===== src/rtl/uart_tx.sv =====
// UART transmitter: start bit, NB_DATA data bits LSB first, stop bit lasting SB_TICK s_ticks.
// Define UART_TX_PARITY_EN to add an even-parity bit between the data bits and the stop bit.
module uart_tx #(
  parameter int unsigned NB_DATA = 8,
  parameter int unsigned SB_TICK = 16
) (
  input  logic               clk,
  input  logic               reset,
  input  logic               tx_start,
  input  logic               s_tick,
  input  logic [NB_DATA-1:0] tx_data,
  output logic               tx_done_tick,
  output logic               tx_busy,
  output logic               tx
);

  // Tick counter must cover both the 16-tick bit period and the SB_TICK stop period.
  localparam int unsigned TW = ($clog2(SB_TICK) > 4) ? $clog2(SB_TICK) : 4;
  localparam int unsigned BW = (NB_DATA > 1) ? $clog2(NB_DATA) : 1;
  localparam logic [TW-1:0] TICK_LAST = TW'(15);
  localparam logic [TW-1:0] STOP_LAST = TW'(SB_TICK - 1);
  localparam logic [BW-1:0] BIT_LAST  = BW'(NB_DATA - 1);

  typedef enum logic [2:0] {
    ST_IDLE   = 3'd0,
    ST_START  = 3'd1,
    ST_DATA   = 3'd2,
    ST_STOP   = 3'd3
`ifdef UART_TX_PARITY_EN
    , ST_PARITY = 3'd4
`endif
  } state_e;

  state_e               state_q, state_d;
  logic [TW-1:0]        tick_q, tick_d;
  logic [BW-1:0]        bit_q, bit_d;
  logic [NB_DATA-1:0]   sreg_q, sreg_d;
  logic                 tx_q, tx_d;
  logic                 done_q, done_d;
  logic                 busy_q, busy_d;
`ifdef UART_TX_PARITY_EN
  logic                 parity_q, parity_d;
`endif

  always_ff @(posedge clk or negedge reset) begin
    if (!reset) begin
      state_q  <= ST_IDLE;
      tick_q   <= '0;
      bit_q    <= '0;
      sreg_q   <= '0;
      tx_q     <= 1'b1;
      done_q   <= 1'b0;
      busy_q   <= 1'b0;
`ifdef UART_TX_PARITY_EN
      parity_q <= 1'b0;
`endif
    end else begin
      state_q  <= state_d;
      tick_q   <= tick_d;
      bit_q    <= bit_d;
      sreg_q   <= sreg_d;
      tx_q     <= tx_d;
      done_q   <= done_d;
      busy_q   <= busy_d;
`ifdef UART_TX_PARITY_EN
      parity_q <= parity_d;
`endif
    end
  end

  always_comb begin
    state_d  = state_q;
    tick_d   = tick_q;
    bit_d    = bit_q;
    sreg_d   = sreg_q;
`ifdef UART_TX_PARITY_EN
    parity_d = parity_q;
`endif
    case (state_q)
      ST_IDLE: begin
        if (tx_start) begin
          sreg_d   = tx_data;
          tick_d   = '0;
          state_d  = ST_START;
`ifdef UART_TX_PARITY_EN
          parity_d = ^tx_data;
`endif
        end
      end
      ST_START: begin
        if (s_tick) begin
          if (tick_q == TICK_LAST) begin
            tick_d  = '0;
            bit_d   = '0;
            state_d = ST_DATA;
          end else begin
            tick_d = tick_q + TW'(1);
          end
        end
      end
      ST_DATA: begin
        if (s_tick) begin
          if (tick_q == TICK_LAST) begin
            tick_d = '0;
            sreg_d = sreg_q >> 1;
            bit_d  = bit_q + BW'(1);
            if (bit_q == BIT_LAST) begin
`ifdef UART_TX_PARITY_EN
              state_d = ST_PARITY;
`else
              state_d = ST_STOP;
`endif
            end
          end else begin
            tick_d = tick_q + TW'(1);
          end
        end
      end
`ifdef UART_TX_PARITY_EN
      ST_PARITY: begin
        if (s_tick) begin
          if (tick_q == TICK_LAST) begin
            tick_d  = '0;
            state_d = ST_STOP;
          end else begin
            tick_d = tick_q + TW'(1);
          end
        end
      end
`endif
      ST_STOP: begin
        if (s_tick) begin
          if (tick_q == STOP_LAST) begin
            tick_d  = '0;
            state_d = ST_IDLE;
          end else begin
            tick_d = tick_q + TW'(1);
          end
        end
      end
      default: state_d = ST_IDLE;
    endcase
  end

  // Outputs are registered from the next state so tx changes on the same edge as the state.
  always_comb begin
    tx_d   = 1'b1;
    busy_d = (state_d != ST_IDLE);
    done_d = (state_q == ST_STOP) && s_tick && (tick_q == STOP_LAST);
    case (state_d)
      ST_START:  tx_d = 1'b0;
      ST_DATA:   tx_d = sreg_d[0];
`ifdef UART_TX_PARITY_EN
      ST_PARITY: tx_d = parity_d;
`endif
      default:   tx_d = 1'b1;
    endcase
  end

  assign tx           = tx_q;
  assign tx_done_tick = done_q;
  assign tx_busy      = busy_q;

endmodule


===== config.mk =====
export PLATFORM = sky130hd
export DESIGN_NAME = uart_tx
export DESIGN_NICKNAME = d
export VERILOG_FILES = /design/src/rtl/uart_tx.sv
export SDC_FILE = /design/constraint.sdc
export NUM_CORES = 1
export LEC_CHECK = 0
export CORE_MARGIN = 1.5
export CORE_UTILIZATION = 40
export DETAILED_ROUTE_END_ITERATION = 12
export DONT_BUFFER_PORTS = 1
export PLACE_DENSITY = 0.63
export SETUP_SLACK_MARGIN = 0.4
export SLEW_MARGIN = 10
export SYNTH_ARGS = -nofsm -noshare
export SYNTH_HDL_FRONTEND = slang
export SYNTH_SLANG_ARGS = --single-unit

===== constraint.sdc =====
create_clock -name clk -period 1.9 [get_ports clk]
set_input_delay 0.19 -clock clk [delete_from_list [all_inputs] [get_ports clk]]
set_output_delay 0.19 -clock clk [all_outputs]
set_load 0.005 [all_outputs]

Word level (Yosys, flattened, before mapping)
Cells that the tools add are included.
W data, S select, Z words.
{ "word_totals": {"register_bits": 21, "latch_bits": 0, "ram_bits": 0, "romBits": 0, "in_bits": 12, "output_inout_bits": 3, "elab_cells": 57, "memories": 0} }
{ "classes": {"n_addsub": 2, "mul": 0, "div_mod_pow": 0, "magnitude_cmp": 0, "eq_ne": 13, "shift": 0, "n_mux": 23, "n_bitwise": 0, "n_reduce_logical": 11} }
{ "op_table": {"columns": ["operator", "count"], "rows": [
  ["$mux W3", 12],
  ["$mux W8", 3],
  ["$pmux W8 S2", 1],
  ["$mux W4", 3],
  ["$pmux W3 S4", 1],
  ["$ne A2 B2 Y1 const B", 5],
  ["$eq A3 B2 Y1 const B", 3],
  ["$pmux W4 S2", 1],
  ["$eq A3 B1 Y1 const B", 2],
  ["$pmux W3 S2", 1],
  ["$reduce_bool A2 Y1", 3],
  ["$reduce_and A5 Y1", 1],
  ["$add A4 B1 Y4 const B", 1],
  ["$eq A4 B4 Y1 const B", 1],
  ["$reduce_and A4 Y1", 1],
  ["$add A3 B1 Y3 const B", 1],
  ["$eq A3 B3 Y1 const B", 1],
  ["$logic_not A3 Y1", 1],
  ["$reduce_and A3 Y1", 1],
  ["$reduce_bool A3 Y1", 1],
  ["$reduce_or A3 Y1", 1],
  ["$logic_and A1 B1 Y1", 2],
  ["$ne A2 B1 Y1 const B", 1],
  ["$pmux W1 S2", 1]
]} }

Depth between registers and ports, before layout
Gate-level depths: netlist of run 1.
{ "depth": {"ltp_word": 7, "mapped_depth": 5, "ltp_nobuf": 5} }

Least setup slack after synthesis of run 1
OpenSTA, ideal clock, no wires.
{ "synth_timing": {"path_type": "register to register", "start": "reg tick_q[0]", "end": "reg tx_q (netlist: tx)", "setup_ns": 0.077, "arrival_ns": 1.607, "required_time_ns": 1.823, "path_slack_ns": 0.216, "stages_incl_launch_ff": 6, "n_path_buf": 0, "period_less_slack_ns": 1.684, "path_cell_list": "dfrtp_1 ha_1 and4_1 a311oi_1 or4_1 o21a_1"} }
{ "synth_between": {"elab_chain_len": 6, "elab_cells_between_ends": 14, "classes_between": "3 x eq/ne; 11 x mux"} }
{ "synth_lines": {"columns": ["item", "line_no", "source"], "rows": [
  ["start, declared", "35", "logic [TW-1:0] tick_q, tick_d;"],
  ["start signal, assigned", "59", "tick_q <= tick_d;"],
  ["$eq A4 B4 Y1 (*)", "92, 103, 133", null],
  ["$mux W3, on equally long branches", "133, 103, 92", null],
  ["$mux W3, on equally long branches", "132, 102, 91", null],
  ["$pmux W3 S4", "79", "case (state_q)"],
  ["$eq A3 B2 Y1 / $eq A3 B1 Y1 (equally long branches)", "150", "case (state_d)"],
  ["$pmux W1 S2 (*)", "150", null],
  ["net tx_d", "38", "logic tx_q, tx_d;"],
  ["end signal, assigned", "62", "tx_q <= tx_d;"],
  ["end, declared", "38", null]
]} }
Mark *: on every way through the listed nets, which the timed path passes. The rest lies on a longest branch. The select of a mux whose other input is x is not followed.
A chain may end at the register's enable or synchronous reset.

Worst setup path in the final report of run 1
{ "layout_timing": {"start": "reg tick_q[0]", "end": "reg busy_q (netlist: tx_busy)"} }
{ "layout_between": {"elab_chain_len": 5, "elab_cells_between_ends": 9, "classes_between": "1 x eq/ne; 7 x mux; 1 x reduce/logical"} }
{ "layout_lines": {"columns": ["item", "line_no", "source"], "rows": [
  ["$eq A4 B4 Y1 (*)", "92, 103, 133", null],
  ["$mux W3, on equally long branches", "133, 103, 92", null],
  ["$mux W3, on equally long branches", "132, 102, 91", null],
  ["$pmux W3 S4 (*)", "79", null],
  ["net state_d[0]", "34", "state_e state_q, state_d;"],
  ["$reduce_bool A3 Y1 (*)", "148", "busy_d = (state_d != ST_IDLE);"],
  ["net busy_d", "40", "logic busy_q, busy_d;"],
  ["end signal, assigned", "64", "busy_q <= busy_d;"],
  ["end, declared", "40", null]
]} }
Mark *: on every way through the listed nets, which the timed path passes. The rest lies on a longest branch.

==> metrics.md, run 1 <==
| Metric | Value |
|---|---|
| Worst Hold Class | `primary input to flop` |
| Critical Path Start Type | `flop` |
| Final worst path period share | `between 80% and 90%` |
| Remaining antenna violation count | `0` |
| Pwr Density | `roughly 630 nW/um2` |
| Largest voltage drop on the vdd net | `about 0.38 mV` |
| Num Clock Sinks | `21` |
| Number of I/O pins | `15` |
| Class of the most critical setup path | `flop to flop` |
| Vert. Die Dim | `between 50 and 60 um` |
| Via density per instance | `about 5.7` |
| Row cnt | `18` |
| Final slew viol count | `0` |
| Number of setup violations in the final report | `0` |
| Post-route total power | `~850 uW` |
| Proportion of netlist area held by the largest area contributor | `between 40% and 50%` |
| Worst EP arrival | `1760 ps` |
| Max-slew headroom at the worst pin | `35.7%` |
| Post-synthesis cell type with the largest combined area | `sky130_fd_sc_hd__dfrtp_1` |
| Number of diodes added for antenna fixing | `0` |
| Number of distinct library cell variants in the gate-level netlist after synthesis | `39` |
| Final hold vios | `0` |
| Crit path capture type | `flop` |
| Wire length of the first global-routing pass | `about 3700 um` |
| Mean routed wirelength per cell | `between 15 and 20 um` |
| Pleak | `a little under 0.6 nW` |
| Root buffer cell | `sky130_fd_sc_hd__clkbuf_4` |
| CTS clk-pin slew, worst paths | `approximately 120 ps` |
| Reg-to-Reg Start | `tick_q[0]` |
| Top cells by area in the synthesized netlist | `sky130_fd_sc_hd__dfrtp_1 (47%), sky130_fd_sc_hd__nand2_1 (6.4%), sky130_fd_sc_hd__a22oi_1 (5.7%), sky130_fd_sc_hd__ha_1 (3.6%), sky130_fd_sc_hd__a41oi_4 (2.6%)` |
| Filler cell count in the final layout | `230` |
| Detailed placement HPWL | `around 1400 um` |
| Max-cap viol count | `0` |
| First-pass detailed-route iteration total | `4` |
| Fraction of final layout cells with drive strength greater than 1 | `35.4%` |
| Gr usage total | `17.7%` |
| Depth of the CTS H-tree | `1` |
| Number of global-route vias before repair | `approximately 810` |
| Number of remaining DRC errors | `0` |
| Setup Skew | `2.75 ps` |
| Synth Net Count | `~120` |
| Most common cell after layout, fill and taps aside | `sky130_fd_sc_hd__buf_4` |
| Hold Path End | `sreg_q[4]` |
| Combined area of all synthesized cells | `1050 um2` |
| Share of the yosys chip area belonging to registers | `around half` |
| Clock network latency to the later pin of the worst-skew pair | `300 ps` |
| Worst hold slack | `26.4 ps` |
| RSZ-0062 raised after global routing | `true` |
| Required time at the worst-slack endpoint | `2100 ps` |
| Post-synthesis average cell area | `10.2 um2` |
| Standard cell core area | `2480 um2` |
| Cell count after synthesis | `between 100 and 150` |
| Number of antenna violations at the first check in global routing | `0` |
| Final nets | `approximately 140` |
| Worst reg-to-reg setup slack | `340 ps` |
| TritonCTS buffer count | `3` |
| Count of routing violations after the opening detailed-route iteration | `15` |
| Shortest period the worst path allows | `between 1500 and 2000 ps` |
| Final global-route overflow total | `0` |
| Largest net degree at the start of global routing | `22` |
| Critical hold path startpoint | `tx_data[4]` |
| Initial cell density of the core | `between 40% and 50%` |
| DRT Wirelength | `2460 um` |
| Clk buf depth | `2` |
| Path depth of the worst reg2reg path | `5` |
| Total Die Area | `between 2000 and 3000 um2` |
| Number of input and output port buffers inserted | `0` |
| Count of synthesis-stage warnings from yosys | `0` |
| Flop and latch count out of synthesis | `21` |
| Slew @ Worst Pin | `961 ps` |
| Setup TNS after final layout | `0 ps` |
| Worst r2r dst | `tx_busy` |
| Vias | `just under 900` |
| Final RePlAce weighted congestion | `approximately 0.9` |
| Result of the run | `finished, final reports clean` |
| Area Overhead vs Synth | `26.9%` |
| Maximum achievable frequency | `between 0.6 and 0.7 GHz` |
| Cells on Worst Hold Path | `2` |
| TritonCTS clock tree | `done` |
| Commonest cells after routing, fill and taps aside | `sky130_fd_sc_hd__buf_4 (20), sky130_fd_sc_hd__nand2_1 (18), sky130_fd_sc_hd__dfrtp_1 (15), sky130_fd_sc_hd__a22oi_1 (8), sky130_fd_sc_hd__o21ai_1 (7)` |
| Top fanout value on the critical path | `4` |
| Die width | `between 50 and 60 um` |
[kinds of logic after synthesis]
logic type / Yosys count / share of synthesized area, %
simple gates: 40 / 20.9
compound gates: 31 / 21.9
other cells: 1 / 0.356
flops: 21 / 49.9
fa+ha+maj: 3 / 3.56
buf+inv: 7 / 3.32
[critical path: stages (launching register included)]
cell and delay, ps:
sky130_fd_sc_hd__dfrtp_2 450, sky130_fd_sc_hd__ha_4 170, sky130_fd_sc_hd__and4_4 190, sky130_fd_sc_hd__a311oi_4 340
sky130_fd_sc_hd__nor3_2 70, sky130_fd_sc_hd__or2_1 230
[worst max path at each step]
stage | startpoint | end | cells after the start | slack, ps
global route | tick_q[0] | tx | 5 | 300
floorplan | state_q[1] | tx | 5 | 310
detailed placement | tick_q[0] | tx_busy | 5 | 170
finish | tick_q[0] | tx_busy | 5 | 340
CTS | tick_q[0] | tx | 5 | 360
global placement | tick_q[1] | tx_busy | 5 | 220
[stage by stage]
stage	area (um2)	instances	setup WS [ps]	utilization, %
6_report	1340	157	340	54.0
5_1_grt	1340	157	299	54.0
4_1_cts	1290	152	358	52.1
3_5_place_dp	1100	132	168	44.5
3_3_place_gp	1100	132	219	44.5
2_1_floorplan	1070	103	307	-
[sequential cells by signal, summed over array words and instances (netlist names)]
name	cells
bit_q	3
sreg_q	8
state_q	3
tick_q	4
tx	1
tx_busy	1
tx_done_tick	1
[cell type report]
type / count / area (um2) / area share (%)
clock buffers: 3 / 22.5 / 1.68
repair buffers: 23 / 175 / 13.1
clock inverters: 1 / 5.00 / 0.374
inverters: 4 / 15.0 / 1.12
well taps: 30 / 37.5 / 2.80
flip-flops and latches: 21 / 533 / 39.8
multi-input cells: 75 / 551 / 41.1
[per-layer routing]
metal	vias to the layer above	GRT usage [%]	wire length, um
met5	-	0	0
met4	0	9.58	33
met3	4	3.55	175
met2	32	27.5	1200
met1	428	23.1	1060
li1	429	-	-
[report_power, final]
part | switching [mW] | internal [mW]
Sequential | 0.0237 | 0.486
Combinational | 0.0618 | 0.0583
Clock | 0.137 | 0.0784
[cells in the mapped netlist]
master and instances:
sky130_fd_sc_hd__nor4b_4 1, sky130_fd_sc_hd__a31oi_1 1, sky130_fd_sc_hd__o41ai_1 1, sky130_fd_sc_hd__dfstp_2 1, sky130_fd_sc_hd__and2_1 1, sky130_fd_sc_hd__clkbuf_1 1
sky130_fd_sc_hd__or3b_1 1, sky130_fd_sc_hd__o21ai_1 5, sky130_fd_sc_hd__a311oi_1 1, sky130_fd_sc_hd__a221o_1 1, sky130_fd_sc_hd__nor3_1 5, sky130_fd_sc_hd__nor2b_1 1
sky130_fd_sc_hd__conb_1 1, sky130_fd_sc_hd__a21o_1 2, sky130_fd_sc_hd__buf_2 1, sky130_fd_sc_hd__nand2_1 18, sky130_fd_sc_hd__nor3_2 1, sky130_fd_sc_hd__a21oi_1 2
sky130_fd_sc_hd__nor2_1 3, sky130_fd_sc_hd__nor4_1 1, sky130_fd_sc_hd__or2b_1 1, sky130_fd_sc_hd__o21ai_0 4, sky130_fd_sc_hd__o211ai_1 1, sky130_fd_sc_hd__inv_2 1
sky130_fd_sc_hd__a22oi_1 8, sky130_fd_sc_hd__and4_1 1, sky130_fd_sc_hd__inv_1 3, sky130_fd_sc_hd__nand4_1 2, sky130_fd_sc_hd__ha_1 3, sky130_fd_sc_hd__a211oi_1 1
sky130_fd_sc_hd__nand2b_1 1, sky130_fd_sc_hd__dfrtp_1 20, sky130_fd_sc_hd__a22o_1 1, sky130_fd_sc_hd__a41oi_4 1, sky130_fd_sc_hd__o32ai_1 1, sky130_fd_sc_hd__buf_6 1
sky130_fd_sc_hd__or4_1 1, sky130_fd_sc_hd__or2_1 2, sky130_fd_sc_hd__o21a_1 1
[repair_timing]
| action | 4_1_cts | 5_1_grt |
|---|---|---|
| hold buffers | 2 | 0 |
| setup endpoints to repair | 15 | 11 |
| gates resized for setup | 11 | 5 |
| pin swaps | 9 | 2 |
| setup buffers | 14 | 5 |
| endpoints found under the hold margin | 22 | 0 |
(Power assumes the default switching activity.)
==> run 2, diff against run 1 <==
clock period = 1.5 ns   (was 1.9 ns; I/O delays follow)
==> run 2 against run 1 <==
Effect of this change: the flow now finishes with violations (setup timing); sequential share of layout area is 3.8 points lower; core utilization rose by 5.4 points; routed wire length decreased by 2.0%; critical endpoint is now tx; critical path depth is the same.
==> metrics.md, run 2 (synthesis results as in run 1) <==
| Metric | Value |
|---|---|
| Switching share of power | `between 20% and 30%` |
| Number of antenna violations at the first check in global routing | `0` |
| Maximum achievable frequency | `~0.62 GHz` |
| Total Die Area | `a little under 3000 um2` |
| Top fanout value on the critical path | `3` |
| Number of input and output port buffers inserted | `0` |
| Clk buf depth | `2` |
| Row cnt | `18` |
| Vias | `between 800 and 900` |
| Depth of the CTS H-tree | `1` |
| Number of remaining DRC errors | `0` |
| Initial cell density of the core | `about 43%` |
| Largest voltage drop on the vdd net | `roughly 0.65 mV` |
| Internal power of the cells | `~800 uW` |
| Clock network latency to the later pin of the worst-skew pair | `approximately 290 ps` |
| Shortest period the worst path allows | `1610 ps` |
| Gr usage total | `a little under a fifth` |
| Area Overhead vs Synth | `39.5%` |
| Number of standard cells in the layout, taps in and fillers out | `approximately 160` |
| Commonest cells after routing, fill and taps aside | `sky130_fd_sc_hd__buf_4 (19), sky130_fd_sc_hd__nand2_1 (18), sky130_fd_sc_hd__dfrtp_1 (18), sky130_fd_sc_hd__o21ai_1 (9), sky130_fd_sc_hd__dlygate4sd3_1 (7)` |
| Critical Path Start Type | `flop` |
| Share of total power in the clock network | `between 20% and 30%` |
| Wire length of the first global-routing pass | `between 4000 and 5000 um` |
| Final nets | `approximately 150` |
| First-pass detailed-route iteration total | `4` |
| Pwr Density | `around 740 nW/um2` |
| Class of the most critical setup path | `flop to flop` |
| Worst EP arrival | `1850 ps` |
| Top register by number of flip-flops | `sreg_q` |
| DRT Wirelength | `about 2400 um` |
| Max-cap viol count | `0` |
| Power share of the sequential group | `approximately 60%` |
| Die width | `54.4 um` |
| Part of the total power dissipated in combinational logic | `between 15 and 20%` |
| Final slew viol count | `0` |
| Count of routing violations after the opening detailed-route iteration | `12` |
| Standard cell core area | `2480 um2` |
| Most common cell after layout, fill and taps aside | `sky130_fd_sc_hd__buf_4` |
| Largest net degree at the start of global routing | `22` |
| Setup TNS after final layout | `-173 ps` |
| Required time at the worst-slack endpoint | `between 1500 and 2000 ps` |
| Final global-route overflow total | `0` |
| Detailed placement HPWL | `1640 um` |
| Result of the run | `finished with violations` |
| TritonCTS clock tree | `done` |
| Post-placement cell count | `147` |
| Number of I/O pins | `15` |
| Worst Hold Class | `primary input to asynchronous set/reset pin` |
| Num Clock Sinks | `21` |
| TritonCTS buffer count | `3` |
| Largest registers | `sreg_q x8, tick_q x4` |
| Via density per instance | `5.48` |
| Crit path capture type | `flop` |
| Fraction of final layout cells with drive strength greater than 1 | `between 30% and 40%` |
| Vert. Die Dim | `about 54 um` |
| Final worst path period share | `107%` |
| CTS clk-pin slew, worst paths | `110 ps` |
| Failing checks | `setup timing` |
| Slew @ Worst Pin | `roughly 900 ps` |
| Mean routed wirelength per cell | `14.8 um` |
| Final RePlAce weighted congestion | `roughly 0.83` |
| Root buffer cell | `sky130_fd_sc_hd__clkbuf_4` |
| Pleak | `between 0.6 and 0.7 nW` |
| Number of global-route vias before repair | `859` |
| Setup Skew | `about 2.2 ps` |
| Number of setup violations in the final report | `2` |
| Number of diodes added for antenna fixing | `0` |
| Remaining antenna violation count | `0` |
| Max reg flops | `8` |
| Final hold vios | `0` |
| Final WS setup | `-108 ps` |
| Max-slew headroom at the worst pin | `between 30% and 40%` |
| Switching power summed over all nets | `approximately 290 uW` |
| RSZ-0062 raised after global routing | `true` |
[run 2: changes by cell type in the layout (fill, tap and decap cells not counted), moves of 2 or more]
| cell | delta |
|---|---|
| sky130_fd_sc_hd__ha_2 | -2 |
| sky130_fd_sc_hd__dlygate4sd3_1 | +5 |
| sky130_fd_sc_hd__o21ai_1 | +2 |
| sky130_fd_sc_hd__nor2_2 | -2 |
| sky130_fd_sc_hd__dfrtp_2 | -3 |
| sky130_fd_sc_hd__dfrtp_1 | +3 |
| sky130_fd_sc_hd__a22oi_1 | -6 |
| sky130_fd_sc_hd__o21ai_0 | -2 |
| sky130_fd_sc_hd__buf_6 | +2 |
| sky130_fd_sc_hd__ha_1 | +2 |
| sky130_fd_sc_hd__a22oi_2 | +6 |
[run 2: cell type report]
type | count | area [um2]
timing repair buffer | 29 | 248
sequential | 21 | 529
tap | 30 | 37.5
fill | 219 | 1010
clock buffer | 3 | 22.5
multi-input combinational | 75 | 614
inverter | 4 | 15.0
clock inverter | 1 | 5.00
[run 2: final timing paths]
check                            from         end  slack (ps)  cells past startpoint
max reg2reg                 tick_q[1]          tx        -110                      5
min                             reset   tick_q[2]          50                      1
max                         tick_q[1]          tx        -110                      5
min reg2reg                 sreg_q[1]   sreg_q[1]         500                      2
max in group asynchronous       reset  state_q[0]         830                      1
min in group clk           tx_data[0]   sreg_q[0]         110                      2
[run 2: per-layer routing]
layer	wire length, um	track usage, %
met1	1100	27.1
met2	1230	30.9
met3	60	1.64
met4	22	6.25
met5	0	0
[run 2: power groups by stage]
stage	Combinational (mW)	Sequential (mW)	Clock [mW]
CTS	0.166	0.653	0.282
floorplan	0.0864	0.649	0
detailed placement	0.116	0.657	0
finish	0.169	0.653	0.261
global placement	0.113	0.655	0
global route	0.191	0.659	0.293
[run 2: worst max-delay path: stages (launching register included)]
cell	delay (ps)
sky130_fd_sc_hd__dfrtp_1	420
sky130_fd_sc_hd__ha_4	160
sky130_fd_sc_hd__and4_4	260
sky130_fd_sc_hd__a311oi_4	120
sky130_fd_sc_hd__or4_1	480
sky130_fd_sc_hd__o21a_1	120
[run 2: timing repair]
action | CTS | global route
hold buffers | 8 | 0
pin swaps | 14 | 3
hold endpoints to repair | 28 | 0
setup buffers | 4 | 0
cloned | 0 | 0
endpoints found under the setup margin | 20 | 40
resized for setup | 20 | 5
[run 2: through the flow]
stage / setup WS [ps] / hold WS [ps] / util (%) / total power, mW / area (um2)
floorplan: -92.4 / -146 / - / 0.735 / 1080
global placement: -62.7 / -145 / 49.3 / 0.768 / 1220
detailed placement: -131 / -145 / 49.3 / 0.773 / 1220
CTS: -87.8 / 97.6 / 58.8 / 1.10 / 1460
global route: -174 / 104 / 59.4 / 1.14 / 1470
finish: -108 / 49.7 / 59.4 / 1.08 / 1470
==> run 3, diff against run 2 <==
--- a/config.mk
+++ b/config.mk
@@ -10,6 +10,6 @@
 export DETAILED_ROUTE_END_ITERATION = 12
 export DONT_BUFFER_PORTS = 1
-export PLACE_DENSITY = 0.63
-export SETUP_SLACK_MARGIN = 0.4
+export PLACE_DENSITY_LB_ADDON = 0.05
+export SETUP_SLACK_MARGIN = 0.2
 export SLEW_MARGIN = 10
 export SYNTH_ARGS = -nofsm -noshare
==> constraint.sdc (replaced) <==
create_clock -name clk -period 1.5 [get_ports clk]
set_input_delay 0.15 -clock clk [delete_from_list [all_inputs] [get_ports clk]]
set_output_delay 0.15 -clock clk [all_outputs]
set_load 0.1 [all_outputs]
==> run 3 against run 2 <==
Effect of this change: the run still ends with setup timing left; critical path depth is the same; first-iteration DRC count grew 8.3%; worst setup slack gained 27 ps; combinational power grew 7%; die area is the same; sequential power grew 2%; via count shrank 0.34%; non-clock buffer count grew 2; critical path type unchanged; largest power group unchanged.
==> metrics.md, run 3 (synthesis results as in run 1) <==
| Metric | Value |
|---|---|
| Filler cell count in the final layout | `228` |
| Wire length of the first global-routing pass | `3570 um` |
| Max-cap viol count | `0` |
| Pleak | `0.653 nW` |
| Most common cell after layout, fill and taps aside | `sky130_fd_sc_hd__buf_4` |
| Area Overhead vs Synth | `41.0%` |
| Placed cell area | `roughly 1300 um2` |
| Crit path capture type | `flop` |
| Max reg flops | `8` |
| Fraction of final layout cells with drive strength greater than 1 | `37.8%` |
| Number of global-route vias before repair | `786` |
| Cell breakdown of the critical path | `ha_4 > and4_4 > a311oi_4 > or4_1 > o21a_1` |
| Final standard cell area without fillers | `around 1500 um2` |
| Final slew viol count | `0` |
| Final global-route overflow total | `0` |
| Final hold vios | `0` |
| Count of routing violations after the opening detailed-route iteration | `13` |
| Multi-input combinational cell area | `613 um2` |
| Final worst path period share | `105%` |
| Top register by number of flip-flops | `sreg_q` |
| Required time at the worst-slack endpoint | `1730 ps` |
| Pwr Density | `746 nW/um2` |
| Detailed placement HPWL | `between 1500 and 2000 um` |
| Max-slew headroom at the worst pin | `~37%` |
| Row cnt | `18` |
| Vias | `between 800 and 900` |
| Final WS setup | `-80.4 ps` |
| Shortest period the worst path allows | `between 1500 and 2000 ps` |
| Maximum achievable frequency | `approximately 0.63 GHz` |
| Largest voltage drop on the vdd net | `between 0.5 and 0.6 mV` |
| Clk buf depth | `2` |
| Clock network latency to the later pin of the worst-skew pair | `~300 ps` |
| Cell with the largest stage delay on the worst path | `sky130_fd_sc_hd__or4_1` |
| Largest registers | `sreg_q x8, tick_q x4` |
| Critical Path Start Type | `flop` |
| Post-placement setup slack | `-148 ps` |
| Commonest cells after routing, fill and taps aside | `sky130_fd_sc_hd__buf_4 (21), sky130_fd_sc_hd__nand2_1 (18), sky130_fd_sc_hd__dfrtp_1 (18), sky130_fd_sc_hd__a22oi_2 (8), sky130_fd_sc_hd__o21ai_1 (8)` |
| Standard cell core area | `roughly 2500 um2` |
| Failing checks | `setup timing` |
| Remaining antenna violation count | `0` |
| Mean routed wirelength per cell | `14.2 um` |
| Number of input and output port buffers inserted | `0` |
| Result of the run | `finished with violations` |
| Number of I/O pins | `15` |
| Class of the most critical setup path | `flop to flop` |
| Depth of the CTS H-tree | `1` |
| Worst EP arrival | `1810 ps` |
| DRT Wirelength | `2350 um` |
| Initial cell density of the core | `around 43%` |
| Number of diodes added for antenna fixing | `0` |
| Via density per instance | `5.40` |
| Largest net degree at the start of global routing | `22` |
| Number of remaining DRC errors | `0` |
| Sequential cell area | `around 530 um2` |
| RSZ-0062 raised after global routing | `true` |
| Final RePlAce weighted congestion | `between 0.7 and 0.8` |
| First-pass detailed-route iteration total | `4` |
| Number of setup violations in the final report | `2` |
| Root buffer cell | `sky130_fd_sc_hd__clkbuf_4` |
| TritonCTS buffer count | `3` |
| Slew @ Worst Pin | `940 ps` |
| Worst Hold Class | `primary input to asynchronous set/reset pin` |
| Setup Skew | `~12 ps` |
| Total Die Area | `2950 um2` |
| Post-route total power | `roughly 1.1 mW` |
| Top fanout value on the critical path | `3` |
| Worst path max stage delay | `roughly 490 ps` |
| CTS clk-pin slew, worst paths | `between 100 and 150 ps` |
| Die width | `around 54 um` |
| Vert. Die Dim | `54.4 um` |
| Number of antenna violations at the first check in global routing | `0` |
| Num Clock Sinks | `21` |
| Final nets | `around 150` |
| Gr usage total | `between 15 and 20%` |
| TritonCTS clock tree | `done` |
==> run 3: changes by cell type in the layout (fill, tap and decap cells not counted), sizes merged <==
cell,change
buf,+2
clkbuf,+1
clkinv,-1
==> run 3: worst paths after layout <==
kind | start | to | slack (ps) | cells past startpoint
max in group asynchronous | reset | state_q[1] | 810 | 1
worst min-delay path | reset | tx_done_tick | 50 | 1
worst max-delay path | tick_q[0] | tx | -80 | 5
worst max register to register | tick_q[0] | tx | -80 | 5
min in group clk | tx_data[0] | sreg_q[0] | 110 | 2
worst min register to register | sreg_q[1] | sreg_q[1] | 480 | 2
==> run 3: metal layers <==
| metal | wire, um | track usage, % | vias to the layer above |
|---|---|---|---|
| met4 | 23 | 5.00 | 0 |
| met5 | 0 | 0 | - |
| met1 | 1140 | 24.4 | 423 |
| li1 | - | - | 445 |
| met3 | 99 | 3.55 | 4 |
| met2 | 1080 | 25.3 | 19 |
==> run 3: metrics by stage <==
step	TNS, ps	instances	util [%]	hold WS (ps)
2_1_floorplan	-134	103	-	-146
3_3_place_gp	-281	151	50.5	-145
3_5_place_dp	-239	151	50.5	-145
4_1_cts	-155	164	57.3	105
5_1_grt	-315	165	60.1	123
6_report	-117	165	60.1	48.2
==> run 3: power by group <==
group	internal, mW	total [mW]	switching, mW
clock network	0.103	0.266	0.163
logic	0.0814	0.180	0.0981
registers	0.616	0.664	0.0480
total	0.801	1.11	0.309
==> run 3: area by class of cell <==
| type | count | share of cell area (%) |
|---|---|---|
| Multi-Input combinational cell | 75 | 41.2 |
| Sequential cell | 21 | 35.8 |
| Timing Repair Buffer | 31 | 17.7 |
| Tap cell | 30 | 2.52 |
| Clock buffer | 4 | 1.77 |
| Inverter | 4 | 1.01 |
==> run 3: what timing repair did <==
action,in CTS,in global routing
pin swaps,10,11
resized for setup,14,12
hold buffers,8,0
endpoints found under the hold margin,28,0
setup endpoints to repair,20,22
buffers inserted,1,1
==> run 3: critical path, delay by kind of cell (launching register included) <==
family                     cells  cell delay [ps]
AOI/OAI and AO/OA              2              250
adders and majority gates      1              160
DFF                            1              400
and+or+nand+nor                2              720
